**src/rtl/adc_sequencer.sv**
```systemverilog
`default_nettype none
// ============================================================================
// Module   : adc_sequencer
// Purpose  : Round-robin ADC channel scanner with a 4-deep sample FIFO
//            towards the CPU, drop counter and sticky response timeout.
// Revision : 1.0  initial release
// ============================================================================
module adc_sequencer #(
    parameter int FIRST_CHANNEL = 1,
    parameter int NUM_CHANNELS  = 4,
    parameter int TIMEOUT       = 1000
) (
    input  logic        clk,
    input  logic        rst_n,
    input  logic        enable_in,
    output logic        command_valid_out,
    output logic [4:0]  command_channel_out,
    output logic        command_startofpacket_out,
    output logic        command_endofpacket_out,
    input  logic        command_ready_in,
    input  logic        response_valid_in,
    input  logic [4:0]  response_channel_in,
    input  logic [11:0] response_data_in,
    output logic [31:0] adc_out,
    output logic        adc_stb_out,
    input  logic        adc_ack_in,
    output logic [7:0]  overflow_count_out,
    output logic        timeout_out
);

    localparam int            TW       = (TIMEOUT > 1) ? $clog2(TIMEOUT) : 1;
    localparam logic [TW-1:0] TO_LAST  = TW'(TIMEOUT - 1);
    localparam logic [2:0]    IDX_LAST = 3'(NUM_CHANNELS - 1);
    localparam logic [4:0]    CH_BASE  = 5'(FIRST_CHANNEL);

    typedef enum logic [1:0] {
        ST_IDLE  = 2'd0,
        ST_ISSUE = 2'd1,
        ST_WAIT  = 2'd2
    } state_t;

    state_t          state_q, state_d;
    logic [2:0]      index_q, index_d;
    logic [7:0]      seq_q, seq_d;
    logic [TW-1:0]   tcnt_q, tcnt_d;
    logic            timeout_q, timeout_d;
    logic [3:0][31:0] fifo_q, fifo_d;
    logic [1:0]      wr_ptr_q, wr_ptr_d;
    logic [1:0]      rd_ptr_q, rd_ptr_d;
    logic [2:0]      count_q, count_d;
    logic [7:0]      ovf_q, ovf_d;

    logic [4:0]  cur_channel;
    logic        complete;
    logic        expire;
    logic        fifo_full;
    logic        pop;
    logic        push_ok;
    logic [31:0] word;

    assign cur_channel = CH_BASE + {2'b00, index_q};
    assign complete    = (state_q == ST_WAIT) && response_valid_in
                         && (response_channel_in == cur_channel);
    assign expire      = (state_q == ST_WAIT) && !complete && (tcnt_q == TO_LAST);
    assign fifo_full   = (count_q == 3'd4);
    assign pop         = (count_q != 3'd0) && adc_ack_in;
    // A full FIFO still takes the new word when the head leaves in the same cycle.
    assign push_ok     = complete && (!fifo_full || pop);
    assign word        = {seq_q, 3'b000, cur_channel, 4'b0000, response_data_in};

    always_comb begin
        state_d                   = state_q;
        index_d                   = index_q;
        seq_d                     = seq_q;
        tcnt_d                    = tcnt_q;
        timeout_d                 = timeout_q;
        command_valid_out         = 1'b0;
        command_startofpacket_out = 1'b0;
        command_endofpacket_out   = 1'b0;

        case (state_q)
            ST_IDLE: begin
                if (enable_in) begin
                    state_d = ST_ISSUE;
                end
            end
            ST_ISSUE: begin
                command_valid_out         = 1'b1;
                command_startofpacket_out = 1'b1;
                command_endofpacket_out   = 1'b1;
                if (command_ready_in) begin
                    state_d = ST_WAIT;
                    tcnt_d  = '0;
                end
            end
            ST_WAIT: begin
                tcnt_d = tcnt_q + TW'(1);
                if (complete || expire) begin
                    index_d = (index_q == IDX_LAST) ? 3'd0 : index_q + 3'd1;
                    state_d = enable_in ? ST_ISSUE : ST_IDLE;
                end
                if (complete) begin
                    seq_d = seq_q + 8'd1;
                end else if (expire) begin
                    timeout_d = 1'b1;
                end
            end
            default: begin
                state_d = ST_IDLE;
            end
        endcase
    end

    always_comb begin
        fifo_d   = fifo_q;
        wr_ptr_d = wr_ptr_q;
        rd_ptr_d = rd_ptr_q;
        count_d  = count_q;
        ovf_d    = ovf_q;

        if (push_ok) begin
            fifo_d[wr_ptr_q] = word;
            wr_ptr_d         = wr_ptr_q + 2'd1;
        end
        if (pop) begin
            rd_ptr_d = rd_ptr_q + 2'd1;
        end
        case ({push_ok, pop})
            2'b10:   count_d = count_q + 3'd1;
            2'b01:   count_d = count_q - 3'd1;
            default: count_d = count_q;
        endcase
        if (complete && !push_ok && (ovf_q != 8'hFF)) begin
            ovf_d = ovf_q + 8'd1;
        end
    end

    always_ff @(posedge clk) begin
        if (!rst_n) begin
            state_q   <= ST_IDLE;
            index_q   <= 3'd0;
            seq_q     <= 8'd0;
            tcnt_q    <= '0;
            timeout_q <= 1'b0;
            fifo_q    <= '0;
            wr_ptr_q  <= 2'd0;
            rd_ptr_q  <= 2'd0;
            count_q   <= 3'd0;
            ovf_q     <= 8'd0;
        end else begin
            state_q   <= state_d;
            index_q   <= index_d;
            seq_q     <= seq_d;
            tcnt_q    <= tcnt_d;
            timeout_q <= timeout_d;
            fifo_q    <= fifo_d;
            wr_ptr_q  <= wr_ptr_d;
            rd_ptr_q  <= rd_ptr_d;
            count_q   <= count_d;
            ovf_q     <= ovf_d;
        end
    end

    assign command_channel_out = cur_channel;
    assign adc_stb_out         = (count_q != 3'd0);
    assign adc_out             = adc_stb_out ? fifo_q[rd_ptr_q] : 32'h0;
    assign overflow_count_out  = ovf_q;
    assign timeout_out         = timeout_q;

endmodule
`default_nettype wire

```
**config.mk**
```make
export PLATFORM = sky130hd
export DESIGN_NAME = adc_sequencer
export DESIGN_NICKNAME = d
export VERILOG_FILES = /design/src/rtl/adc_sequencer.sv
export SDC_FILE = /design/constraint.sdc
export NUM_CORES = 1
export LEC_CHECK = 0
export BUFFER_PORTS_ARGS = -buffer_cell sky130_fd_sc_hd__buf_4
export CORE_UTILIZATION = 63
export CTS_CLUSTER_DIAMETER = 40
export DETAILED_ROUTE_END_ITERATION = 10
export MAX_ROUTING_LAYER = met4
export PLACE_DENSITY = 0.85
export SYNTH_ARGS = -nofsm -noshare
export SYNTH_HDL_FRONTEND = slang
export SYNTH_SLANG_ARGS = --single-unit
```
**constraint.sdc**
```tcl
create_clock -name clk -period 7.6 [get_ports clk]
set_input_delay 0.76 -clock clk [delete_from_list [all_inputs] [get_ports clk]]
set_output_delay 0.76 -clock clk [all_outputs]
set_load 0.05 [all_outputs]
```
# Word-level counts from Yosys, hierarchy flattened
# Cells that the tools add are included.
dict set report word_totals {
  register_bits 167
  latchBits 0
  ram_bits 0
  rom_bits 0
  input_bits 23
  out_inout_bits 50
  wordCells 77
  n_memories 0
}
dict set report op_classes {
  n_addsub 9
  n_mul 0
  div 0
  order_cmp 3
  eq_ne 12
  shift 0
  muxes 16
  bitwise_logic 1
  n_reduce_logical 23
}
# cell n
set ops {}
lappend ops {{128-bit bitwise mux} 1}
lappend ops {{32-bit 2-to-1 mux} 3}
lappend ops {{32-bit binary-select mux with 2-bit select} 1}
lappend ops {{32-bit demux with 2-bit select} 1}
lappend ops {{10-bit case mux with 2 select lines} 1}
lappend ops {{8-bit by 1-bit adder with 8-bit output (second input constant)} 2}
lappend ops {{10-bit by 1-bit adder with 10-bit output (second input constant)} 1}
lappend ops {{10-bit == test (second input constant)} 1}
lappend ops {{10-bit 2-to-1 mux} 1}
lappend ops {{1-bit logical AND} 9}
lappend ops {{8-bit != test (second input constant)} 1}
lappend ops {{3-bit by 1-bit adder with 3-bit output (second input constant)} 2}
lappend ops {{2-bit by 3-bit < comparator with 1-bit output (second input constant)} 2}
lappend ops {{2-bit 2-to-1 mux} 3}
lappend ops {{2-bit case mux with 3 select lines} 1}
lappend ops {{3-bit case mux with 2 select lines} 1}
lappend ops {{2-bit AND reduction} 3}
lappend ops {{3-bit AND reduction} 2}
lappend ops {{5-bit by 4-bit == test with 1-bit output} 1}
lappend ops {{1-bit by 3-bit adder with 4-bit output (first input constant)} 1}
lappend ops {{2-bit by 1-bit adder with 2-bit output (second input constant)} 2}
lappend ops {{2-bit by 1-bit == test with 1-bit output (second input constant)} 2}
lappend ops {{2-bit == test (second input constant)} 2}
lappend ops {{2-bit != test (second input constant)} 2}
lappend ops {{other kinds (13)} 18}

# Longest topological paths before layout
dict set report depth {
  word_depth 9
  mapped_depth 12
  mapped_depth_nobuf 12
}

# Least setup slack after synthesis
# OpenSTA, ideal clock, no wires.
dict set report synth_timing {
  kind {register -> register}
  from {reg index_q[0]}
  to {reg count_q[2]}
  setup_ns 0.070
  arrival_time_ns 2.639
  required_ns 7.530
  path_slack_ns 4.891
  stages_incl_launch_ff 12
  path_buffers 0
  period_less_slack_ns 2.709
  cell_sequence {dfxtp_1 -> ha_1 -> xnor2_1 -> nand4_2 -> nor2_1 -> nand2_1 -> ha_1 -> inv_1 -> fa_1 -> xor2_1 -> or3_1 -> a21oi_1}
}
dict set report synth_via {
  elab_chain_len 6
  elab_cells_between_ends 8
  cone_classes {1 x add/sub; 3 x eq/ne; 1 x mux; 3 x reduce/logical}
}
# element line_no
set synth_rtl {}
lappend synth_rtl {{start: declaration} 43} ;# logic [2:0] index_q, index_d;
lappend synth_rtl {{start signal: assignment} 152} ;# index_q <= index_d;
lappend synth_rtl {{1-bit by 3-bit adder with 4-bit output *} 61} ;# assign cur_channel = CH_BASE + {2'b00, index_q};
lappend synth_rtl {{net command_channel_out[1]} 17} ;# output logic [4:0] command_channel_out,
lappend synth_rtl {{5-bit by 4-bit == test with 1-bit output *} 63} ;# && (response_channel_in == cur_channel);
lappend synth_rtl {{1-bit logical AND *} 63}
lappend synth_rtl {{1-bit logical AND *} 68} ;# assign push_ok = complete && (!fifo_full || pop);
lappend synth_rtl {{2-bit by 1-bit == test with 1-bit output or 2-bit == test (tied branches)} 128} ;# case ({push_ok, pop})
lappend synth_rtl {{3-bit case mux with 2 select lines or 2-bit nonzero test (tied branches)} -}
lappend synth_rtl {{end signal: assignment} 159} ;# count_q <= count_d;
lappend synth_rtl {{end: declaration} 50} ;# logic [2:0] count_q, count_d;
# The timed path passes the listed nets; every way through them passes the cells marked *.
# A chain may end at the register's enable or synchronous reset.

# Final worst setup path
dict set report layout_timing {
  from {reg rd_ptr_q[0]}
  to {out adc_out[1]}
}
dict set report layout_via {
  elab_chain_len 3
}
# element line_no
set layout_rtl {}
lappend layout_rtl {{start: declaration} 49} ;# logic [1:0] rd_ptr_q, rd_ptr_d;
lappend layout_rtl {{start signal: assignment} 158} ;# rd_ptr_q <= rd_ptr_d;
lappend layout_rtl {{32-bit binary-select mux with 2-bit select} 166} ;# assign adc_out = adc_stb_out ? fifo_q[rd_ptr_q] : 32'h0;
lappend layout_rtl {{32-bit 2-to-1 mux (implied by the code)} 166}
lappend layout_rtl {{32-bit 2-to-1 mux} 166}
lappend layout_rtl {{end: declaration} 24} ;# output logic [31:0] adc_out,
# Every way passes these cells. The select of a mux whose other input is x is not followed.

==> impl_metrics.toml <==
[status]
status = "complete, no violations"

[placed_design]
gp_congestion = 0.820
dp_hpwl_mm = 8.33
dp.cells = 801
io_buffers = 63

[worst_setup_path]
start_kind = "flop"
crit_buf_inv = 2
critPathKind = "flop to primary output"
end_kind = "primary output"
crit_chain = "buf_4 > mux4_2 > and2_1 > buf_4"
cp_slowest_stage_delay_ns = 0.61
critPathTopFamily = "buffers and inverters"
critPathSlowestCell = "dfxtp_1"
rr_startpoint = "index_q[0]$_SDFFE_PN0P_"
critical_path_arrival_ns = 2.51
worstSetupStartpoint = "rd_ptr_q[0]$_SDFFE_PN0P_"
worstPathMaxFanout = 20
path_common_cell = "buf_4"
crit_required_ns = 6.84

[detailed_routing]
dr_wl_met3_um = 782
ant_nets = 0
wl_met1_mm = 5.70
drtIter0Drc = 288
wl_mm = 13.8
drc = 0
wl_per_cell_um = 16.6
met2_length_mm = 7.20
firstDrtPassIters = 4
vias = 4766
via_per_inst = 5.72
top_layer = "met4"

[cts]
clk_transition_reported_paths_ns = 0.06
cts_tree = "yes"
clk_latency_ns = 0.53
cts_sinks = 135
htree_num_levels = 4
cts_hold_buf = 0
post_cts_resized = 0
cts-root-buf = "clkbuf_8"
cts_buffer_depth = 2
cts_setup_buffers = 0
numCtsBuffers = 17

[timing]
tightestPinTransition_ns = 1.03
slew_headroom_pct = 31.3
rsz0062_at_grt = "no"
tns_ns = 0
hold_viol = 0
finalSetupViolations = 0
finClkSkew_ns = 0.00670
period_minus_slack_ns = 3.27
fmax_ghz = 0.306
slew_violations = 0
post-route-period-util_pct = 43.0

[floorplan]
die_area_um2 = 10400
placementRows = 36
coreArea_um2 = 9730
fp.dieH_um = 102
start_util_pct = 64.8
die_w_um = 102
io_pins = 73

[power_and_ir_drop]
leakage_nw = 3.42
power_frac_seq_pct = 43.1
clock_power_share_pct = 53.3
switching_share_pct = 21.3
power_per_cell_area_nw_per_um2 = 225
peakVddDrop_mv = 0.122
share_comb_of_total_power_pct = 3.6
finalPower_mw = 1.65
power.switching_mw = 0.352
p_int_mw = 1.30

[cells_and_area]
fillers = 671
drive_gt1_share_pct = 18.4
fin_cells = 833
final_cell_mix = "143 x nand2_1, 135 x dfxtp_1, 99 x mux2i_1, 66 x buf_4, 26 x and2_1"
area.growth.synth_to_final_pct = 16.6
antenna_cells = 0
nets = 722
final_common_cell = "nand2_1"
post-route-util_pct = 75.5

[hold_path]
hold_path.class = "flop to flop"
hold_start = "fifo_q[32]$_SDFFE_PN0P_"

[yosys]
netlist_area_um2 = 6300
synth_fa_ha_area_share_pct = 2.50
synth_cell_type_count = 43
synth_top_family_by_area = "multiplexers"
muxShareOfSynthArea_pct = 24.7
synthSimpleGateAreaFrac_pct = 18.2
synthCells = 641
yosys.area_share.xor_xnor_pct = 1.95
synth-compound-area-share_pct = 4.47
postSynthAreaPerCell_um2 = 9.83
ys_seq_area_share_pct = 42.9
yosys_warnings = 0
ys_ff_latch = 135

[global_route]
grt_antenna_before_repair = 0
grt_pass1_wl_mm = 22.6
track_usage_pct = 29.6
first_global_vias = 4688
grt_max_degree = 79
grt_overflow = 0

[run]
max_cap_violations = 0
-- cells in the mapped netlist --
| master | number | share of area [%] |
|---|---|---|
| nand2_1 | 143 | 8.5 |
| dfxtp_1 | 135 | 43 |
| mux2i_1 | 99 | 16 |
| and2_1 | 26 | 2.6 |
| a21oi_1 | 25 | 2.0 |
| mux4_2 | 24 | 8.6 |
| clkbuf_1 | 23 | 1.4 |
| nor2_1 | 23 | 1.4 |
| o21ai_0 | 17 | 1.4 |
| inv_1 | 13 | 0.77 |
| nand3_1 | 13 | 1.0 |
| buf_4 | 11 | 1.3 |
| ha_1 | 11 | 2.2 |
| or3_1 | 9 | 0.89 |
| buf_6 | 8 | 1.4 |
| xnor2_1 | 8 | 1.1 |
| xor2_1 | 6 | 0.83 |
| buf_2 | 5 | 0.40 |
| nand2_4 | 4 | 0.71 |
| nand4_1 | 4 | 0.40 |
| nor3_1 | 4 | 0.32 |
| nand2b_1 | 3 | 0.30 |
| nor4_1 | 3 | 0.30 |
| and4_1 | 2 | 0.28 |
| mux2_2 | 2 | 0.36 |
| nor2b_1 | 2 | 0.20 |
| or4_1 | 2 | 0.24 |
| a211oi_1 | 1 | 0.12 |
| a211oi_4 | 1 | 0.32 |
| a31o_2 | 1 | 0.14 |
| a41oi_1 | 1 | 0.14 |
| and3_1 | 1 | 0.099 |
| and4bb_1 | 1 | 0.20 |
| conb_1 | 1 | 0.060 |
| fa_1 | 1 | 0.32 |
| nand3b_1 | 1 | 0.12 |
| nand4_2 | 1 | 0.20 |
| nand4b_1 | 1 | 0.14 |
| o211a_1 | 1 | 0.16 |
| o311ai_0 | 1 | 0.14 |
| o31ai_1 | 1 | 0.12 |
| or3b_1 | 1 | 0.14 |
| or4b_1 | 1 | 0.16 |
-- metrics by stage --
| step | setup slack, ns | instance area, µm² | hold slack (ns) |
|---|---|---|---|
| floorplan | 4.89 | 6330 | 0.435 |
| finish | 4.33 | 7340 | 0.460 |
| CTS | 4.29 | 7340 | 0.460 |
| global route | 4.22 | 7340 | 0.480 |
| detailed placement | 4.69 | 6710 | 0.452 |
| global placement | 4.80 | 6710 | 0.442 |
-- worst min-delay path, delay by kind of cell, from the launching register on --
family        cells  cell delay (ns)
mux               1             0.05
simple gates      1             0.05
flops             1             0.31
-- layout make-up --
cell class / instances / area [µm²] / area share, %
clock buffers: 20 / 435 / 5.93
clock inverters: 12 / 200 / 2.73
inverters: 13 / 48.8 / 0.664
multi-input cells: 454 / 3300 / 44.9
flip-flops and latches: 135 / 2700 / 36.8
well taps: 133 / 166 / 2.27
repair buffers: 66 / 495 / 6.75
-- power groups by stage --
stage	clock network, mW	logic [mW]	registers (mW)
global placement	0	0.0577	0.726
floorplan	0	0.0467	0.726
finish	0.880	0.0595	0.711
CTS	0.889	0.0595	0.711
detailed placement	0	0.0588	0.727
global route	0.921	0.0641	0.711
-- state kept, by name, summed over array words and instances, names as in the netlist --
name,count
count_q,3
fifo_q,96
index_q,3
overflow_count_out,8
rd_ptr_q,2
seq_q,8
state_q,2
tcnt_q,10
timeout_out,1
wr_ptr_q,2
-- cells by family (layout without fill, tap and decap cells) --
family	count (synthesis)	after routing
buf+inv	60	111
other cells	1	9
compound gates	49	49
simple gates	245	245
xor+xnor	14	14
fa+ha+maj	12	12
flops	135	135
mux	125	125
-- layer usage --
metal	up-vias	track usage [%]
li1	2275	-
met1	2340	35.3
met2	131	49.6
met3	20	4.92
met4	0	12.4
met5	-	-
-- path summary, 6_finish.rpt --
kind / slack [ns] / endpoint / cells past startpoint
max: 4.33 / adc_out[1] / 4
min: 0.46 / fifo_q[32]$_SDFFE_PN0P_ / 2
max reg2reg: 4.68 / count_q[2]$_SDFFE_PN0P_ / 12
min reg2reg: 0.46 / fifo_q[32]$_SDFFE_PN0P_ / 2
(Power assumes the default switching activity.)
